--- config.mk ---
export PLATFORM = sky130hd
export DESIGN_NAME = psimd_issue_stage
export DESIGN_NICKNAME = d
export VERILOG_FILES = /design/src/rtl/psimd_pkg.sv /design/src/rtl/psimd_scoreboard.sv /design/src/rtl/psimd_issue_stage.sv
export SDC_FILE = /design/constraint.sdc
export NUM_CORES = 1
export LEC_CHECK = 0
export ABC_AREA = 0
export CELL_PAD_IN_SITES_DETAIL_PLACEMENT = 0
export CELL_PAD_IN_SITES_GLOBAL_PLACEMENT = 2
export CORE_UTILIZATION = 28
export DETAILED_ROUTE_END_ITERATION = 10
export GPL_TIMING_DRIVEN = 0
export HOLD_SLACK_MARGIN = 0.08
export MAX_ROUTING_LAYER = met4
export PLACE_DENSITY = 0.73
export SLEW_MARGIN = 10
export SYNTH_ARGS = -nofsm -noshare
export SYNTH_HDL_FRONTEND = slang
export SYNTH_SLANG_ARGS = --single-unit
export TNS_END_PERCENT = 10
--- constraint.sdc ---
create_clock -name clk -period 2.8 [get_ports clk]
set_input_delay 0.28 -clock clk [delete_from_list [all_inputs] [get_ports clk]]
set_output_delay 0.28 -clock clk [all_outputs]
set_load 0.1 [all_outputs]
--- src/rtl/psimd_pkg.sv ---
// psimd_pkg: shared encodings, packet type and FSM states for the PSIMD issue stage
package psimd_pkg;
  localparam int NREG = 32;
  localparam int RW   = 5;

  localparam logic [3:0] ENA_NOP    = 4'd0;
  localparam logic [3:0] ENA_ADDSUB = 4'd1;
  localparam logic [3:0] ENA_MUL    = 4'd2;
  localparam logic [3:0] ENA_DIV    = 4'd3;
  localparam logic [3:0] ENA_SQRT   = 4'd4;
  localparam logic [3:0] ENA_SGNJ   = 4'd5;
  localparam logic [3:0] ENA_CMP    = 4'd6;
  localparam logic [3:0] ENA_ITF    = 4'd7;
  localparam logic [3:0] ENA_FTI    = 4'd8;
  localparam logic [3:0] ENA_FMA    = 4'd9;

  typedef struct packed {
    logic [3:0]    ena;
    logic [2:0]    rm;
    logic [2:0]    sel2;
    logic [1:0]    sel1;
    logic          op;
    logic          sp;
    logic          fti_ctrl;
    logic          wr_enable;
    logic [RW-1:0] rs1;
    logic [RW-1:0] rs2;
    logic [RW-1:0] rs3;
    logic [RW-1:0] rd;
  } issue_pkt_t;

  typedef enum logic {ST_EMPTY, ST_FULL} state_t;

  function automatic logic is_divsqrt(input logic [3:0] ena);
    return ena == ENA_DIV || ena == ENA_SQRT;
  endfunction
endpackage

--- src/rtl/psimd_scoreboard.sv ---
// psimd_scoreboard: pending-write bits with same-cycle writeback forwarded as free
module psimd_scoreboard
  import psimd_pkg::*;
(
  input  logic          clk,
  input  logic          rst,
  input  logic          i_flush,
  input  logic          i_set,
  input  logic [RW-1:0] i_set_idx,
  input  logic          i_clr,
  input  logic [RW-1:0] i_clr_idx,
  input  logic [RW-1:0] i_rs1,
  input  logic [RW-1:0] i_rs2,
  input  logic [RW-1:0] i_rs3,
  input  logic [RW-1:0] i_rd,
  output logic          o_hit_rs1,
  output logic          o_hit_rs2,
  output logic          o_hit_rs3,
  output logic          o_hit_rd
);
  logic [NREG-1:0] r_sb;
  logic [NREG-1:0] w_eff;
  logic [NREG-1:0] w_set;

  assign w_eff     = r_sb & ~(NREG'(i_clr) << i_clr_idx);
  assign w_set     = NREG'(i_set) << i_set_idx;
  assign o_hit_rs1 = w_eff[i_rs1];
  assign o_hit_rs2 = w_eff[i_rs2];
  assign o_hit_rs3 = w_eff[i_rs3];
  assign o_hit_rd  = w_eff[i_rd];

  // clear on writeback, set on accept; set wins on the same index
  always_ff @(posedge clk)
    if (rst || i_flush) r_sb <= '0;
    else r_sb <= w_eff | w_set;
endmodule

--- src/rtl/psimd_issue_stage.sv ---
// psimd_issue_stage: single-entry issue register with scoreboard and div/sqrt interlock
module psimd_issue_stage
  import psimd_pkg::*;
(
  input  logic          clk,
  input  logic          rst,
  input  logic          flush,
  input  logic          dec_valid,
  output logic          dec_ready,
  input  logic [3:0]    dec_ena,
  input  logic [2:0]    dec_rm,
  input  logic [2:0]    dec_sel2,
  input  logic [1:0]    dec_sel1,
  input  logic          dec_op,
  input  logic          dec_sp,
  input  logic          dec_fti_ctrl,
  input  logic          dec_wr_enable,
  input  logic [RW-1:0] dec_rs1,
  input  logic [RW-1:0] dec_rs2,
  input  logic [RW-1:0] dec_rs3,
  input  logic [RW-1:0] dec_rd,
  output logic          iss_valid,
  input  logic          iss_ready,
  output logic [3:0]    iss_ena,
  output logic [2:0]    iss_rm,
  output logic [2:0]    iss_sel2,
  output logic [1:0]    iss_sel1,
  output logic          iss_op,
  output logic          iss_sp,
  output logic          iss_fti_ctrl,
  output logic          iss_wr_enable,
  output logic [RW-1:0] iss_rs1,
  output logic [RW-1:0] iss_rs2,
  output logic [RW-1:0] iss_rs3,
  output logic [RW-1:0] iss_rd,
  input  logic          wb_valid,
  input  logic [RW-1:0] wb_rd,
  input  logic          divsqrt_done
);
  issue_pkt_t r_pkt, w_dec;
  state_t     r_state, w_state_nxt;
  logic       r_busy;
  logic       w_hit1, w_hit2, w_hit3, w_hitd;
  logic       w_use2, w_hazard, w_fire, w_load;

  assign w_dec = {dec_ena, dec_rm, dec_sel2, dec_sel1, dec_op, dec_sp, dec_fti_ctrl,
                  dec_wr_enable, dec_rs1, dec_rs2, dec_rs3, dec_rd};
  assign {iss_ena, iss_rm, iss_sel2, iss_sel1, iss_op, iss_sp, iss_fti_ctrl,
          iss_wr_enable, iss_rs1, iss_rs2, iss_rs3, iss_rd} = r_pkt;

  assign w_use2    = !(dec_ena == ENA_SQRT || dec_ena == ENA_ITF || dec_ena == ENA_FTI);
  assign w_hazard  = (dec_ena != ENA_NOP && w_hit1) || (w_use2 && w_hit2) ||
                     (dec_ena == ENA_FMA && w_hit3) || (dec_wr_enable && w_hitd);
  assign iss_valid = r_state == ST_FULL && !(is_divsqrt(r_pkt.ena) && r_busy && !divsqrt_done);
  assign w_fire    = iss_valid && iss_ready;
  assign dec_ready = !rst && !flush && (r_state == ST_EMPTY || w_fire) && !w_hazard;
  assign w_load    = dec_valid && dec_ready && dec_ena != ENA_NOP;

  psimd_scoreboard u_sb (
    .clk       (clk),
    .rst       (rst),
    .i_flush   (flush),
    .i_set     (w_load && dec_wr_enable),
    .i_set_idx (dec_rd),
    .i_clr     (wb_valid),
    .i_clr_idx (wb_rd),
    .i_rs1     (dec_rs1),
    .i_rs2     (dec_rs2),
    .i_rs3     (dec_rs3),
    .i_rd      (dec_rd),
    .o_hit_rs1 (w_hit1),
    .o_hit_rs2 (w_hit2),
    .o_hit_rs3 (w_hit3),
    .o_hit_rd  (w_hitd)
  );

  // a real instruction fills the register; issue without refill empties it
  always_comb
    w_state_nxt = w_load ? ST_FULL : w_fire ? ST_EMPTY : r_state;

  // pipeline register occupancy
  always_ff @(posedge clk)
    if (rst || flush) r_state <= ST_EMPTY;
    else r_state <= w_state_nxt;

  // packet holds steady until the next real instruction is accepted
  always_ff @(posedge clk)
    if (rst) r_pkt <= '0;
    else if (w_load) r_pkt <= w_dec;

  // shared div/sqrt unit occupancy; a new launch wins over a completion
  always_ff @(posedge clk)
    if (rst || flush) r_busy <= 1'b0;
    else if (w_fire && is_divsqrt(r_pkt.ena)) r_busy <= 1'b1;
    else if (divsqrt_done) r_busy <= 1'b0;
endmodule

# ---- After elaboration in Yosys (flattened, before gate mapping)
# Cells that the tools add are included.
dict set report op_classes {
  n_lt_le_gt_ge 4
  n_eq_ne 6
  shifts 2
  mux 12
  bitwise 4
  reduce_logical 32
}
# operator count
set ops {}
lappend ops {{<< shifter 1 x 5 -> 32 bit} 2}
lappend ops {{bitwise AND 32 bit} 1}
lappend ops {{NOT 32 bit} 1}
lappend ops {{bitwise OR 32 bit} 1}
lappend ops {{< comparator 5 x 6 -> 1 bit, second input constant} 4}
lappend ops {{binary-select mux 1 bit (select 5 bit)} 4}
lappend ops {{logical AND 1 bit} 15}
lappend ops {{equality test 4 x 3 -> 1 bit, second input constant} 3}
lappend ops {{equality test 4 bit, second input constant} 2}
lappend ops {{logical OR 1 bit} 8}
lappend ops {{two-way mux 1 bit} 8}
lappend ops {{zero test 1 bit} 6}
lappend ops {{equality test 4 x 2 -> 1 bit, second input constant} 1}
lappend ops {{nonzero test 2 bit} 2}
lappend ops {{nonzero test 4 bit} 1}
lappend ops {{NOT 1 bit} 1}
dict set report word_totals {
  regBits 70
  inputBits 48
  out_inout_bits 38
  elab_cells 75
}

# ---- Logic depth before layout (Yosys ltp)
dict set report depth {
  ltp_word 16
  ltp_mapped 11
  ltp_nobuf 8
}

# ---- Cells and area by module
# From an unflattened synthesis, not the netlist that was laid out.
dict set report unflattened {
  cells_unflattened 565
  hier_area_um2 4314.1
}
# module n_inst cells_per_inst area_per_inst_um2 seq_area_each_um2
set by_module_without_submodules {}
lappend by_module_without_submodules {psimd_scoreboard 1 373 2673.8 640.6}
lappend by_module_without_submodules {psimd_issue_stage 1 192 1640.3 760.7}

# ---- Worst setup path before layout
# Ideal clock, no wire load.
dict set report synth_path {
  path_type {register to output}
  start {reg r_pkt (netlist bit iss_ena[2])}
  end {out dec_ready}
  t_arrival_ns 2.813
  setup_slack_ns -0.293
  path_stages_with_launch 8
  n_path_buf 0
  cell_sequence {dfxtp_1 > and3b_1 > a21oi_1 > o31ai_1 > nand2_1 > o211ai_1 > nor4b_4 > o2111a_1}
}
dict set report synth_via {
  elab_chain_cells 10
}
# element line
set synth_lines {}
lappend synth_lines {{start: declaration} psimd_issue_stage.sv:40} ;# issue_pkt_t r_pkt, w_dec;
lappend synth_lines {{start signal: assignment} psimd_issue_stage.sv:89} ;# else if (w_load) r_pkt <= w_dec;
lappend synth_lines {{equality test 4 x 2 -> 1 bit / equality test 4 x 3 -> 1 bit (equally long branches)} psimd_pkg.sv:35} ;# return ena == ENA_DIV || ena == ENA_SQRT;
lappend synth_lines {{logical OR 1 bit *} psimd_pkg.sv:35}
lappend synth_lines {{logical AND 1 bit * (2 in a row)} psimd_issue_stage.sv:54} ;# assign iss_valid = r_state == ST_FULL && !(is_divsqrt(r_pkt.ena) && r_busy && !divsqrt_done);
lappend synth_lines {{zero test 1 bit *} psimd_issue_stage.sv:54}
lappend synth_lines {{logical AND 1 bit *} psimd_issue_stage.sv:54}
lappend synth_lines {{logical AND 1 bit *} psimd_issue_stage.sv:55} ;# assign w_fire = iss_valid && iss_ready;
lappend synth_lines {{logical OR 1 bit *} psimd_issue_stage.sv:56} ;# assign dec_ready = !rst && !flush && (r_state == ST_EMPTY || w_fire) && !w_hazard;
lappend synth_lines {{logical AND 1 bit * (2 in a row)} psimd_issue_stage.sv:56}
lappend synth_lines {{end: declaration} psimd_issue_stage.sv:9} ;# output logic dec_ready,
# Every way passes the cells marked *; elsewhere a longest branch is shown, timed or not.

# ---- Worst setup path after layout
dict set report layout_path {
  start {in wb_rd[0]}
  end {out dec_ready}
}
dict set report layout_via {
  elab_chain_cells 11
}
# element line
set layout_lines {}
lappend layout_lines {{start: declaration} psimd_issue_stage.sv:37} ;# input logic [RW-1:0] wb_rd,
lappend layout_lines {{<< shifter 1 x 5 -> 32 bit *} psimd_scoreboard.sv:25} ;# assign w_eff = r_sb & ~(NREG'(i_clr) << i_clr_idx);
lappend layout_lines {{NOT 32 bit *} psimd_scoreboard.sv:25}
lappend layout_lines {{bitwise AND 32 bit *} psimd_scoreboard.sv:25}
lappend layout_lines {{binary-select mux 1 bit (select 5 bit), on equally long branches} {psimd_scoreboard.sv:27, psimd_scoreboard.sv:28}}
lappend layout_lines {{two-way mux 1 bit, on equally long branches} {psimd_scoreboard.sv:27, psimd_scoreboard.sv:28}}
lappend layout_lines {{logical AND 1 bit} psimd_issue_stage.sv:52} ;# assign w_hazard = (dec_ena != ENA_NOP && w_hit1) || (w_use2 && w_hit2) ||
lappend layout_lines {{logical OR 1 bit (2 in a row)} psimd_issue_stage.sv:52}
lappend layout_lines {{logical OR 1 bit *} psimd_issue_stage.sv:53} ;# (dec_ena == ENA_FMA && w_hit3) || (dec_wr_enable && w_hitd);
lappend layout_lines {{zero test 1 bit *} psimd_issue_stage.sv:56}
lappend layout_lines {{logical AND 1 bit *} psimd_issue_stage.sv:56}
# Every way passes the cells marked *; elsewhere a longest branch is shown, timed or not. The select of a mux whose other input is x is not followed.

==> results by group <==
Synth
  – Commonest cells post-synth: dfxtp_1, o32ai_1, nand2_1, nor2b_1
  – Mapped Area: 4199 um^2
  – Asr flop ratio synth: 0
  – Ys flop type: dfxtp_1
  – Synth top area share: 0.3337
  – Number of synthesized register bits: 70
  – Yosys cell types: 63
  – Warnings, synthesis: 0
  – Leading area contributor after synthesis: dfxtp_1
  – Top post-synthesis cells by area: dfxtp_1, mux2_2, o32ai_1
  – Count leader, synth: dfxtp_1
  – EDFF count, synth: 0
  – Post-synth net total: 510
  – Cells after Synth: 462
  – Register area share after synthesis: 0.3337
  – Syn Area/Cell: between 9 and 10 um^2

Floorplan
  – Die Y: 124.5 um
  – Row Count: 44
  – Boundary pin count: 86
  – Full die area: 15490 um^2
  – Initial Util: 0.2878
  – Die width: 124.5 um
  – Core area: 14590 um^2

STA
  – Clock Skews: 0.004568 ns
  – RSZ-0062 raised after global routing: true
  – Slew margin rel.: 0.3430
  – Final WS setup: -0.1624 ns
  – Slew @ Worst Pin: 0.9824 ns
  – Fin crit period: a little under 3 ns
  – Final-report hold violation count: 0
  – Max-slew violations: 0
  – Fin crit share: 1.058
  – Endpoints failing setup: 41
  – Hold Slack: 0.3676 ns
  – Fmax: 337.6 MHz

Detailed routing
  – DR WL/cell: roughly 23 um
  – DRT antenna net count: 0
  – 1st-pass router iterations: 5
  – DRC: 0
  – Via count: 4582
  – Via density: 5.852
  – DRT iter0 DRCs: 581
  – DRT Wirelength: 18040 um

Setup path
  – Req. time, crit path: 2.52 ns
  – Worst Setup End Kind: primary output
  – Arr. time, crit path: 2.68 ns
  – Startpoint type of the worst setup path: input pin
  – Setup Crit Path Kind: input pin to primary output
  – Max FO, Critical Path: 7
  – Launch point of the worst path: wb_rd[0]
  – RR Startpoint: u_sb.r_sb[27]

Global route
  – Vias in the first global route: 4409
  – Pin count of the biggest net entering global routing: 14
  – GRT overflow: 0
  – Initial antenna violation count: 0
  – First-pass GRT wire length: ~27000 um
  – GR Util All Layers: 0.2378

Clock tree
  – Clk_lat worst skew: 0.35 ns
  – TritonCTS buffer count: 9
  – CTS tree: done
  – Clk pin slew, worst setup/hold paths: 0.06 ns
  – Maximum clock path buffer count: 2
  – Cts hold-fix bufs: 0
  – H-tree depth: 3
  – Root Buffer: clkbuf_16
  – Clock sink total: 70

Worst hold path
  – Min-Delay Path Class: input pin to flop
  – Worst hold start: dec_rs1[1]

Placement
  – Placed insts: approximately 730
  – RePlAce Congestion: 0.8814
  – HPWL Detailed: 11900 um
  – Post-placement cell area: 5223 um^2
  – Port buffer count: 79

Job
  – Maxcap violations: 0

Status
  – Outcome: complete, but fails checks
  – Violated checks: negative setup slack

Final layout
  – Fraction of layout cells with a size suffix above 1: 0.3322
  – Final Instance Area: 6782 um^2
  – FILL cells: 1305
  – Layout net count: roughly 640
  – # diodes: 0
  – Non-filler cells, final: 783
  – Layout area overhead: 61.50%

Power
  – Pwr/cell area: roughly 450 nW/um^2
  – P_leak: roughly 2.4 nW
  – Max VDD drop: 271.7 uV
power breakdown:
part	leakage (nW)	internal [mW]	switching, mW
clock	0.160	0.783	0.483
combinational	1.63	0.272	0.481
sequential	0.567	1.03	0.0141
registers in the layout (all words and copies together) (netlist names), 2 cells and up:
name,cells
iss_ena,4
iss_rd,5
iss_rm,3
iss_rs1,5
iss_rs2,5
iss_rs3,5
iss_sel1,2
iss_sel2,3
u_sb.r_sb,32
path summary, 6_finish.rpt:
| kind | cells after the start | to | slack (ns) |
|---|---|---|---|
| setup / recovery | 9 | dec_ready | -0.16 |
| hold / removal | 3 | iss_rs1[1] | 0.37 |
| setup reg to reg | 10 | iss_wr_enable | 0.03 |
| hold reg to reg | 2 | iss_rs1[1] | 0.47 |
cell usage in the layout, fill, tap and decap left out, types with 4 or more instances in the layout:
master           netlist  final
and3_1                 5      5
mux2i_1               18     17
nand2_1               31     30
o211ai_1              10     10
nand4_1                7      7
nor3b_1                7      5
nand3_1               17     17
nor2b_1               31     30
buf_12                 0      8
buf_4                  1     36
o32ai_4                0      5
clkbuf_16              0     11
buf_6                  4      8
clkdlybuf4s50_1        0     69
nor3_1                 5      4
o21ai_2                3      5
a22oi_1               14     14
dfxtp_1               70     69
o22ai_1                6      5
a21oi_1                9      9
mux4_2                 7      7
nand2b_1              20     18
mux2_2                27     27
o21ai_4                1     24
o2111ai_1              5      5
nor2_1                14     14
o32ai_2                0     28
clkbuf_1              21     16
inv_1                 10     10
worst max-delay path, stage by stage:
cell and delay [ns]:
buf_12 0.11, or4b_4 0.58, o21ai_4 0.31, or3_1 0.16
a21oi_1 0.10, o41ai_4 0.39, nor4b_4 0.31, o2111a_2 0.26
buf_12 0.17
metrics by stage:
stage	util	setup WS, ns	TNS, ns	total power [mW]
after floorplan	-	0.06748	0	1.486
after global placement	0.3580	-2.351	-118.36	1.688
after detailed placement	0.3580	-2.336	-116.15	1.690
after CTS	0.4444	-0.1914	-1.052	3.034
after global routing	0.4648	-0.2089	-4.567	3.158
final	0.4648	-0.1624	-1.842	3.057
kinds of logic after synthesis:
family,count (synthesis),synth area share
AOI/OAI and AO/OA,136,0.2405
xor gates and xnor gates,1,0.002086
buffers and inverters,43,0.04738
DFF,70,0.3337
muxes,52,0.1529
and+or+nand+nor,160,0.2235
what timing repair did:
item                                    in CTS  in global routing
endpoints found under the setup margin      70                 69
pin swaps                                   41                 22
gates resized for setup                    185                 43
buffers inserted                            22                 17
gates cloned                                 2                  1
layout make-up:
type	count	area, um^2	share of cell area
buffer	32	269.0	0.03967
sequential	70	1403	0.2068
inverter	11	41.29	0.006089
clock buffer	9	225.2	0.03321
timing repair buffer	121	1216	0.1793
clock inverter	7	96.34	0.01421
tap	184	230.2	0.03395
multi-input combinational	349	3301	0.4867
per-layer routing:
metal	global-route usage	wire, um	vias to the layer above
met5	-	0	-
met4	0.1013	640	0
met3	0.05885	1492	51
met2	0.3533	8226	255
met1	0.3053	7679	2216
li1	-	-	2060
Note: power is estimated with default switching activity, not from simulation.
